## src/rtl/serial_absdiff_pkg.sv

```systemverilog
// serial_absdiff_pkg -- shared types and constants for the bit-serial
// absolute-difference unit.
//   state_e : controller states
//   cnt_w() : width of the bit counter for a given operand width
package serial_absdiff_pkg;

    typedef enum logic [1:0] {
        IDLE = 2'd0,
        SUB  = 2'd1,
        NEG  = 2'd2,
        DONE = 2'd3
    } state_e;

    localparam int DEF_WIDTH = 8;

    // One spare bit so the counter never wraps before reaching WIDTH-1.
    function automatic int cnt_w(input int w);
        return $clog2(w) + 1;
    endfunction

    localparam int CNT_W = cnt_w(DEF_WIDTH);

endpackage

```

## src/rtl/serial_absdiff_if.sv

```systemverilog
// serial_absdiff_if -- operand/result handshake bundle.
//   in_valid/in_ready/a/b      : operand channel (master -> slave)
//   out_valid/out_ready/diff/a_lt_b : result channel (slave -> master)
//   master : operand producer / result consumer
//   slave  : the absolute-difference unit
interface serial_absdiff_if #(
    parameter int WIDTH = 8
);
    logic             in_valid;
    logic             in_ready;
    logic [WIDTH-1:0] a;
    logic [WIDTH-1:0] b;
    logic             out_valid;
    logic             out_ready;
    logic [WIDTH-1:0] diff;
    logic             a_lt_b;

    modport master (
        output in_valid, a, b, out_ready,
        input  in_ready, out_valid, diff, a_lt_b
    );

    modport slave (
        input  in_valid, a, b, out_ready,
        output in_ready, out_valid, diff, a_lt_b
    );
endinterface

```

## src/rtl/serial_absdiff_fs.sv

```systemverilog
// serial_absdiff_fs -- one-bit full subtractor, a - b - b_in.
//   a, b  : operand bits
//   b_in  : borrow in
//   d     : difference bit
//   b_out : borrow out
// Each gate drives its own net so any single gate can be swapped out.
module serial_absdiff_fs (
    input  logic a,
    input  logic b,
    input  logic b_in,
    output logic d,
    output logic b_out
);
    logic a_n;
    logic x_ab;
    logic t_nab;
    logic t_nabin;
    logic t_bbin;

    assign a_n     = ~a;
    assign x_ab    = a ^ b;
    assign d       = x_ab ^ b_in;
    assign t_nab   = a_n & b;
    assign t_nabin = a_n & b_in;
    assign t_bbin  = b & b_in;
    assign b_out   = t_nab | t_nabin | t_bbin;
endmodule

```

## src/rtl/serial_absdiff.sv

```systemverilog
// serial_absdiff -- bit-serial unsigned |a-b|, one bit per clock, LSB first.
//   clk, rst : clock, synchronous active-high reset
//   bus      : slave side of serial_absdiff_if (operands in, result out)
//   busy     : high whenever the controller is not IDLE
// a-b is formed serially in SUB; if the final borrow is set the result
// register is two's-complemented in a second serial pass (NEG) through
// the same shifter. Latency is WIDTH clocks (a>=b) or 2*WIDTH (a<b).
module serial_absdiff
    import serial_absdiff_pkg::*;
#(
    parameter int WIDTH = 8
) (
    input  logic            clk,
    input  logic            rst,
    serial_absdiff_if.slave bus,
    output logic            busy
);
    localparam int               CW   = cnt_w(WIDTH);
    localparam logic [CW-1:0]    LAST = CW'(WIDTH - 1);

    state_e           state_q, state_d;
    logic [WIDTH-1:0] a_q, a_d;
    logic [WIDTH-1:0] b_q, b_d;
    logic [WIDTH-1:0] r_q, r_d;
    logic [CW-1:0]    cnt_q, cnt_d;
    logic             c_q, c_d;     // borrow in SUB, carry in NEG
    logic             lt_q, lt_d;

    logic fs_d;
    logic fs_bout;
    logic accept;
    logic last_bit;

    serial_absdiff_fs u_fs (
        .a     (a_q[0]),
        .b     (b_q[0]),
        .b_in  (c_q),
        .d     (fs_d),
        .b_out (fs_bout)
    );

    assign accept   = bus.in_valid & bus.in_ready;
    assign last_bit = (cnt_q == LAST);

    always_comb begin
        state_d = state_q;
        a_d     = a_q;
        b_d     = b_q;
        r_d     = r_q;
        cnt_d   = cnt_q;
        c_d     = c_q;
        lt_d    = lt_q;
        case (state_q)
            IDLE: begin
                if (accept) begin
                    a_d     = bus.a;
                    b_d     = bus.b;
                    c_d     = 1'b0;
                    cnt_d   = '0;
                    state_d = SUB;
                end
            end
            SUB: begin
                r_d   = {fs_d, r_q[WIDTH-1:1]};
                a_d   = a_q >> 1;
                b_d   = b_q >> 1;
                c_d   = fs_bout;
                cnt_d = cnt_q + CW'(1);
                if (last_bit) begin
                    // Final borrow set means a<b. It also serves as the
                    // initial carry of 1 that the negation pass needs.
                    lt_d    = fs_bout;
                    cnt_d   = '0;
                    state_d = fs_bout ? NEG : DONE;
                end
            end
            NEG: begin
                // Serial ~R + 1: invert each bit and ripple the carry.
                r_d   = {~r_q[0] ^ c_q, r_q[WIDTH-1:1]};
                c_d   = ~r_q[0] & c_q;
                cnt_d = cnt_q + CW'(1);
                if (last_bit) begin
                    cnt_d   = '0;
                    state_d = DONE;
                end
            end
            DONE: begin
                if (bus.out_ready) state_d = IDLE;
            end
            default: state_d = IDLE;
        endcase
    end

    always_ff @(posedge clk) begin
        if (rst) begin
            state_q <= IDLE;
            a_q     <= '0;
            b_q     <= '0;
            r_q     <= '0;
            cnt_q   <= '0;
            c_q     <= 1'b0;
            lt_q    <= 1'b0;
        end else begin
            state_q <= state_d;
            a_q     <= a_d;
            b_q     <= b_d;
            r_q     <= r_d;
            cnt_q   <= cnt_d;
            c_q     <= c_d;
            lt_q    <= lt_d;
        end
    end

    assign bus.in_ready  = (state_q == IDLE) & ~rst;
    assign bus.out_valid = (state_q == DONE);
    assign bus.diff      = r_q;
    assign bus.a_lt_b    = lt_q;
    assign busy          = (state_q != IDLE);
endmodule

```

## src/flat_wrapper.sv

```systemverilog
// flat-port wrapper written by rule: the top's interface ports become plain ports
module serial_absdiff_flat import serial_absdiff_pkg::*;
#(
    parameter int WIDTH = 8
)
  (clk, rst, busy, bus_in_valid, bus_a, bus_b, bus_out_ready, bus_in_ready, bus_out_valid, bus_diff, bus_a_lt_b);
  serial_absdiff_if #(.WIDTH(WIDTH)) bus_i ();
  input  logic clk;
  input  logic rst;
  output logic busy;
  input wire logic [$bits(bus_i.in_valid)-1:0] bus_in_valid;
  input wire logic [$bits(bus_i.a)-1:0] bus_a;
  input wire logic [$bits(bus_i.b)-1:0] bus_b;
  input wire logic [$bits(bus_i.out_ready)-1:0] bus_out_ready;
  output wire logic [$bits(bus_i.in_ready)-1:0] bus_in_ready;
  output wire logic [$bits(bus_i.out_valid)-1:0] bus_out_valid;
  output wire logic [$bits(bus_i.diff)-1:0] bus_diff;
  output wire logic [$bits(bus_i.a_lt_b)-1:0] bus_a_lt_b;
  assign bus_i.in_valid = bus_in_valid;
  assign bus_i.a = bus_a;
  assign bus_i.b = bus_b;
  assign bus_i.out_ready = bus_out_ready;
  assign bus_in_ready = bus_i.in_ready;
  assign bus_out_valid = bus_i.out_valid;
  assign bus_diff = bus_i.diff;
  assign bus_a_lt_b = bus_i.a_lt_b;
  serial_absdiff #(.WIDTH(WIDTH)) u_core (.clk(clk), .rst(rst), .bus(bus_i), .busy(busy));
endmodule
```

## config.mk

```make
export PLATFORM = sky130hd
export DESIGN_NAME = serial_absdiff_flat
export DESIGN_NICKNAME = d
export VERILOG_FILES = /design/src/rtl/serial_absdiff_pkg.sv /design/src/rtl/serial_absdiff_if.sv /design/src/rtl/serial_absdiff_fs.sv /design/src/rtl/serial_absdiff.sv /design/src/flat_wrapper.sv
export SDC_FILE = /design/constraint.sdc
export NUM_CORES = 1
export LEC_CHECK = 0
export CELL_PAD_IN_SITES_DETAIL_PLACEMENT = 1
export CELL_PAD_IN_SITES_GLOBAL_PLACEMENT = 2
export CORE_AREA = 2 2 76 78
export CTS_CLUSTER_SIZE = 8
export DETAILED_ROUTE_END_ITERATION = 7
export DIE_AREA = 0 0 78 80
export GPL_ROUTABILITY_DRIVEN = 0
export HOLD_SLACK_MARGIN = 0.03
export PLACE_DENSITY = 0.76
export SYNTH_ARGS = -nofsm -noshare
export SYNTH_HDL_FRONTEND = slang
export SYNTH_SLANG_ARGS = --single-unit
```

## constraint.sdc

```tcl
create_clock -name clk -period 1.7 [get_ports clk]
set_input_delay 0.255 -clock clk [delete_from_list [all_inputs] [get_ports clk]]
set_output_delay 0.255 -clock clk [all_outputs]
set_load 0.02 [all_outputs]
```

# Word-level counts from Yosys, hierarchy flattened
# Index checks and enable logic that the tools add are counted.
dict set report op_classes {
  add_sub_neg 1
  n_eq_ne 8
  n_mux 16
  n_bitwise 14
  n_reduce_logical 12
}
# cell count
set ops {}
lappend ops {{case mux 8 bit (2 select lines)} 3}
lappend ops {{2-to-1 mux 8 bit} 2}
lappend ops {{2-to-1 mux 2 bit} 4}
lappend ops {{2-to-1 mux 4 bit} 2}
lappend ops {{case mux 2 bit (4 select lines)} 1}
lappend ops {{case mux 4 bit (2 select lines)} 1}
lappend ops {{AND reduction 2 bit} 4}
lappend ops {{nonzero test 2 bit} 4}
lappend ops {{bitwise AND 1 bit} 6}
lappend ops {{inequality test 2 x 1 -> 1 bit (second input constant)} 3}
lappend ops {{adder 4 x 1 -> 4 bit (second input constant)} 1}
lappend ops {{== test 2 bit (second input constant)} 2}
lappend ops {{== test 4 x 3 -> 1 bit (second input constant)} 1}
lappend ops {{AND reduction 4 bit} 1}
lappend ops {{NOT 1 bit} 3}
lappend ops {{case mux 1 bit (3 select lines)} 1}
lappend ops {{nonzero test 3 bit} 1}
lappend ops {{bitwise XOR 1 bit} 3}
lappend ops {{== test 2 x 1 -> 1 bit (second input constant)} 1}
lappend ops {{zero test 2 bit} 1}
lappend ops {{2-to-1 mux 1 bit} 2}
lappend ops {{inequality test 2 bit (second input constant)} 1}
lappend ops {{OR 1 bit} 2}
lappend ops {{OR reduction 2 bit} 1}
dict set report word_totals {
  ff_bits 32
  in_bits 20
  out_inout_bits 12
  word_cells 58
}

# Logic depth before layout (Yosys ltp)
dict set report logic_depth {
  word_depth 7
  mapped_depth 7
  depth_no_buf 6
}

# Cells and area by module
# Synthesis repeated with hierarchy kept, for this count alone.
dict set report hier_totals {
  cells_unflattened 171
  area_unflattened_um2 1700.4
}
# module instances cells_per_inst area_each_um2 seq_area_each_um2
set by_module_without_submodules {}
lappend by_module_without_submodules {serial_absdiff 1 168 1672.9 640.6}
lappend by_module_without_submodules {serial_absdiff_fs 1 3 27.5 0.0}

# Least setup slack after synthesis
# No wires, ideal clock.
dict set report synth_path {
  path_type {flip-flop to flip-flop}
  start {reg u_core.state_q[0]}
  end {reg u_core.state_q[0]}
  setup_time_ns 0.086
  t_arrival_ns 1.480
  required_time_ns 1.614
  slack_ns 0.135
  stages_incl_launch_ff 8
  path_buffers 1
  synth_period_minus_slack_ns 1.565
  cell_sequence {dfxtp_1 > inv_1 > ha_1 > buf_4 > inv_1 > o221a_2 > o21ai_0 > a211oi_1}
}
dict set report synth_via {
  elab_chain_len 5
  word_cells_on_any_way 12
  cone_classes {eq/ne (7); mux (1); bitwise (2); reduce/logical (2)}
}
# item line
set synth_lines {}
lappend synth_lines {{start, declared} serial_absdiff.sv:21} ;# state_e state_q, state_d;
lappend synth_lines {{start signal, assigned} serial_absdiff.sv:104} ;# state_q <= state_d;
lappend synth_lines {{zero test 2 bit} {serial_absdiff.sv:53, serial_absdiff.sv:114}}
lappend synth_lines {{bitwise AND 1 bit} serial_absdiff.sv:114} ;# assign bus.in_ready = (state_q == IDLE) & ~rst;
lappend synth_lines {{bitwise AND 1 bit} serial_absdiff.sv:42} ;# assign accept = bus.in_valid & bus.in_ready;
lappend synth_lines {{inequality test 2 x 1 -> 1 bit (no source line)} n/a}
lappend synth_lines {{AND reduction 4 bit (no source line)} n/a}
# Parallel ways exist; a longest one is shown, timed or not.
# A chain may end at the register's enable or synchronous reset.

# Final worst setup path
dict set report layout_path {
  start {reg u_core.state_q[0]}
  end {out bus_out_valid}
}
dict set report layout_via {
  elab_chain_len 1
}
# item line
set layout_lines {}
lappend layout_lines {{== test 2 bit} serial_absdiff.sv:115} ;# assign bus.out_valid = (state_q == DONE);
lappend layout_lines {{end, declared} flat_wrapper.sv:16} ;# output wire logic [$bits(bus_i.out_valid)-1:0] bus_out_valid;
# Every way passes these cells.

==> results by group <==
Die
  – DIE HEIGHT: 80 um
  – Die width: 78 um
  – Initial core utilization: 30.5%
  – Rows: 27
  – Die ar.: 6240 um2
  – I/O pin count: 32
  – Core ar.: 5410 um2

Pwr
  – Pwr Density: 1550 nW/um2
  – Leakage power: 0.796 nW
  – Maximum VDD drop: 0.437 mV
  – Total power: 0.00328 W

Timing
  – Final Skew: 0.00323 ns
  – Min Tclk post-route: 1.59 ns
  – Final setup fails: 0
  – Pins Over Slew Limit: 0
  – Fmax: 630 MHz
  – Slew margin rel.: 72.4%
  – RSZ-0062 raised after global routing: false
  – Least-Margin Pin Slew: 0.410 ns
  – Crit share post-route: 93.3%
  – Final hold violation count: 0
  – Fin worst setup slack: 0.113 ns

Synth
  – Sequential area share after synthesis: 38.8%
  – Synthesized Nets: 198
  – Async S/R FF share, synth: 0%
  – Count of different cell masters after synthesis: 30
  – Synth top cells by count: dfxtp_1, nor2_1, mux2i_1
  – Most frequent cell after synthesis: dfxtp_1
  – Post-Syn Area: 1650 um2
  – Cell taking the most area after synthesis: dfxtp_1
  – Top-area cell type share of the netlist area: 38.8%
  – Top cells by area, synth: dfxtp_1, mux2i_1, nor2_1
  – Mapped Cells: 171
  – Syn avg cell area: 9.64 um2
  – Synth Register Bits: 32
  – Most used flip-flop cell after synthesis: dfxtp_1
  – Number of synthesized flops with an enable pin: 0
  – Synth warn: 0

Clock network
  – H-tree levels: 2
  – Skew-Pair Late Insertion Delay: 0.28 ns
  – Clk root buf: clkbuf_8
  – Total CTS buffers: 5
  – CTS tree: built
  – Clock transition at the registers of the reported paths: 0.06 ns
  – Post-CTS Setup Inserts: 0
  – TritonCTS Sinks: 32
  – Hold-fix buffers, CTS: 0
  – Clock Path Buffers: 2

Status
  – Status: complete, no violations

Min path
  – Type of the tightest min-delay check: reg2reg
  – Hold Crit Depth: 2

Cells and area
  – Antenna diode count: 0
  – Final-layout fill cell count: 629
  – Final std cells w/o fill: 274
  – Area delta synth->final: 28.5%
  – Nets: 229
  – Layout cells sized above 1: 13.4%

GRT
  – Largest net degree at the start of global routing: 32
  – Initial antenna violation count: 0
  – Grt ovf: 0
  – Via count of the first global-routing pass: 1357
  – GRT Total Usage: 13.0%
  – Global-route wire length before repair: 6380 um

Critical path
  – Critical path type: reg2out
  – Reg2Reg Depth: 5
  – Arr. time, crit path: 1.33 ns
  – Setup crit start kind: flop
  – Critical Path Fanout Max: 4
  – Worst EP required: 1.44 ns
  – Setup crit end kind: primary output

Route
  – Via count: 1313
  – Via/cell ratio: 4.79
  – Final ANT Viol Nets: 0
  – Wirelength, routed: 3910 um
  – Drc violations: 0
  – Initial DRT Pass Iterations: 4
  – Routed length per instance: 14.3 um
  – Initial drt markers: 61

Placed design
  – Port Buffers: 31
  – Placed Cells: 266
  – DP HPWL: 2800 um
  – Setup Slack @ Placement: -0.0696 ns

Run
  – Max_cap viols: 0
metrics by stage:
| stage | area (um2) | hold slack (ns) | util [%] | setup TNS [ns] |
|---|---|---|---|---|
| after floorplan | 1650 | 0.403 | - | 0 |
| after global placement | 2010 | 0.478 | 37.3 | -0.0394 |
| after detailed placement | 2010 | 0.502 | 37.3 | -0.187 |
| after CTS | 2090 | 0.511 | 38.6 | 0 |
| after global routing | 2120 | 0.525 | 39.2 | 0 |
| final | 2120 | 0.506 | 39.2 | 0 |
worst paths after layout:
check / startpoint / endpoint / slack, ns
setup reg to reg: u_core.cnt_q[0] / u_core.state_q[0] / 0.12
hold reg to reg: u_core.a_q[3] / u_core.a_q[3] / 0.51
hold / removal: u_core.a_q[3] / u_core.a_q[3] / 0.51
setup / recovery: u_core.state_q[0] / bus_out_valid / 0.11
critical path, cell delays in order, from the launching register on:
cell and delay (ns):
dfxtp_1 0.34, buf_4 0.12, ha_1 0.23, dlygate4sd2_1 0.36
cell usage in the layout, fill, tap and decap left out, drive strengths merged:
master,instances
a21o,1
nand3,1
buf,10
xnor2,2
a211oi,16
ha,7
dlygate4sd2,2
clkbuf,7
clkdlybuf4s15,1
or3,1
a311oi,1
mux2i,24
and3,1
o21ai,5
o221a,1
nand2b,6
nand2,2
clkinv,1
inv,7
and3b,1
nor2,30
a32oi,3
a21oi,4
nor2b,3
a22oi,3
o2111a,1
o41ai,1
clkdlybuf4s50,28
dfxtp,32
flip-flops by register name, indices dropped and copies added, names as in the netlist:
register           flops
u_core.cnt_q           4
u_core.state_q         2
u_core.b_q             8
u_core.bus.a_lt_b      1
u_core.c_q             1
u_core.bus.diff        8
u_core.a_q             8
per-layer routing:
| layer | vias to the layer above | GRT usage, % | part of all wire (%) | wire, um |
|---|---|---|---|---|
| met5 | - | 0 | 0 | 0 |
| met4 | 0 | 5.79 | 1.8 | 69 |
| met3 | 8 | 3.17 | 3.6 | 142 |
| met2 | 21 | 21.3 | 48 | 1880 |
| met1 | 631 | 16.2 | 46 | 1810 |
| li1 | 653 | - | - | - |
layout make-up:
class	count	area [um2]	area share, %
inverter	7	26.3	1.24
clock buffer	6	72.6	3.42
sequential	32	641	30.2
tap	72	90.1	4.25
clock inverter	1	5.00	0.236
multi-input combinational	114	865	40.8
timing repair buffer	42	420	19.8
power breakdown:
part / internal, W / switching, W / leakage [nW]
sequential: 0.000914 / 0.0000974 / 0.261
combinational: 0.000809 / 0.000918 / 0.494
clock: 0.000278 / 0.000267 / 0.0410
total: 0.00200 / 0.00128 / 0.796
logic make-up (layout without fill, tap and decap cells):
| group | count (synthesis) | count (layout) | synth area share (%) |
|---|---|---|---|
| fa+ha+maj | 7 | 7 | 5.31 |
| mux | 24 | 24 | 15.3 |
| buf+inv | 25 | 56 | 9.03 |
| flops | 32 | 32 | 38.8 |
| xor+xnor | 2 | 2 | 1.06 |
| simple gates | 45 | 45 | 12.7 |
| compound gates | 36 | 36 | 17.7 |
timing repair:
action | CTS | global route
pin swaps | 0 | 0
setup endpoints to repair | 3 | 2
resized for setup | 3 | 2
cloned | 0 | 1
No activity file was read; power rests on OpenSTA's default activity.
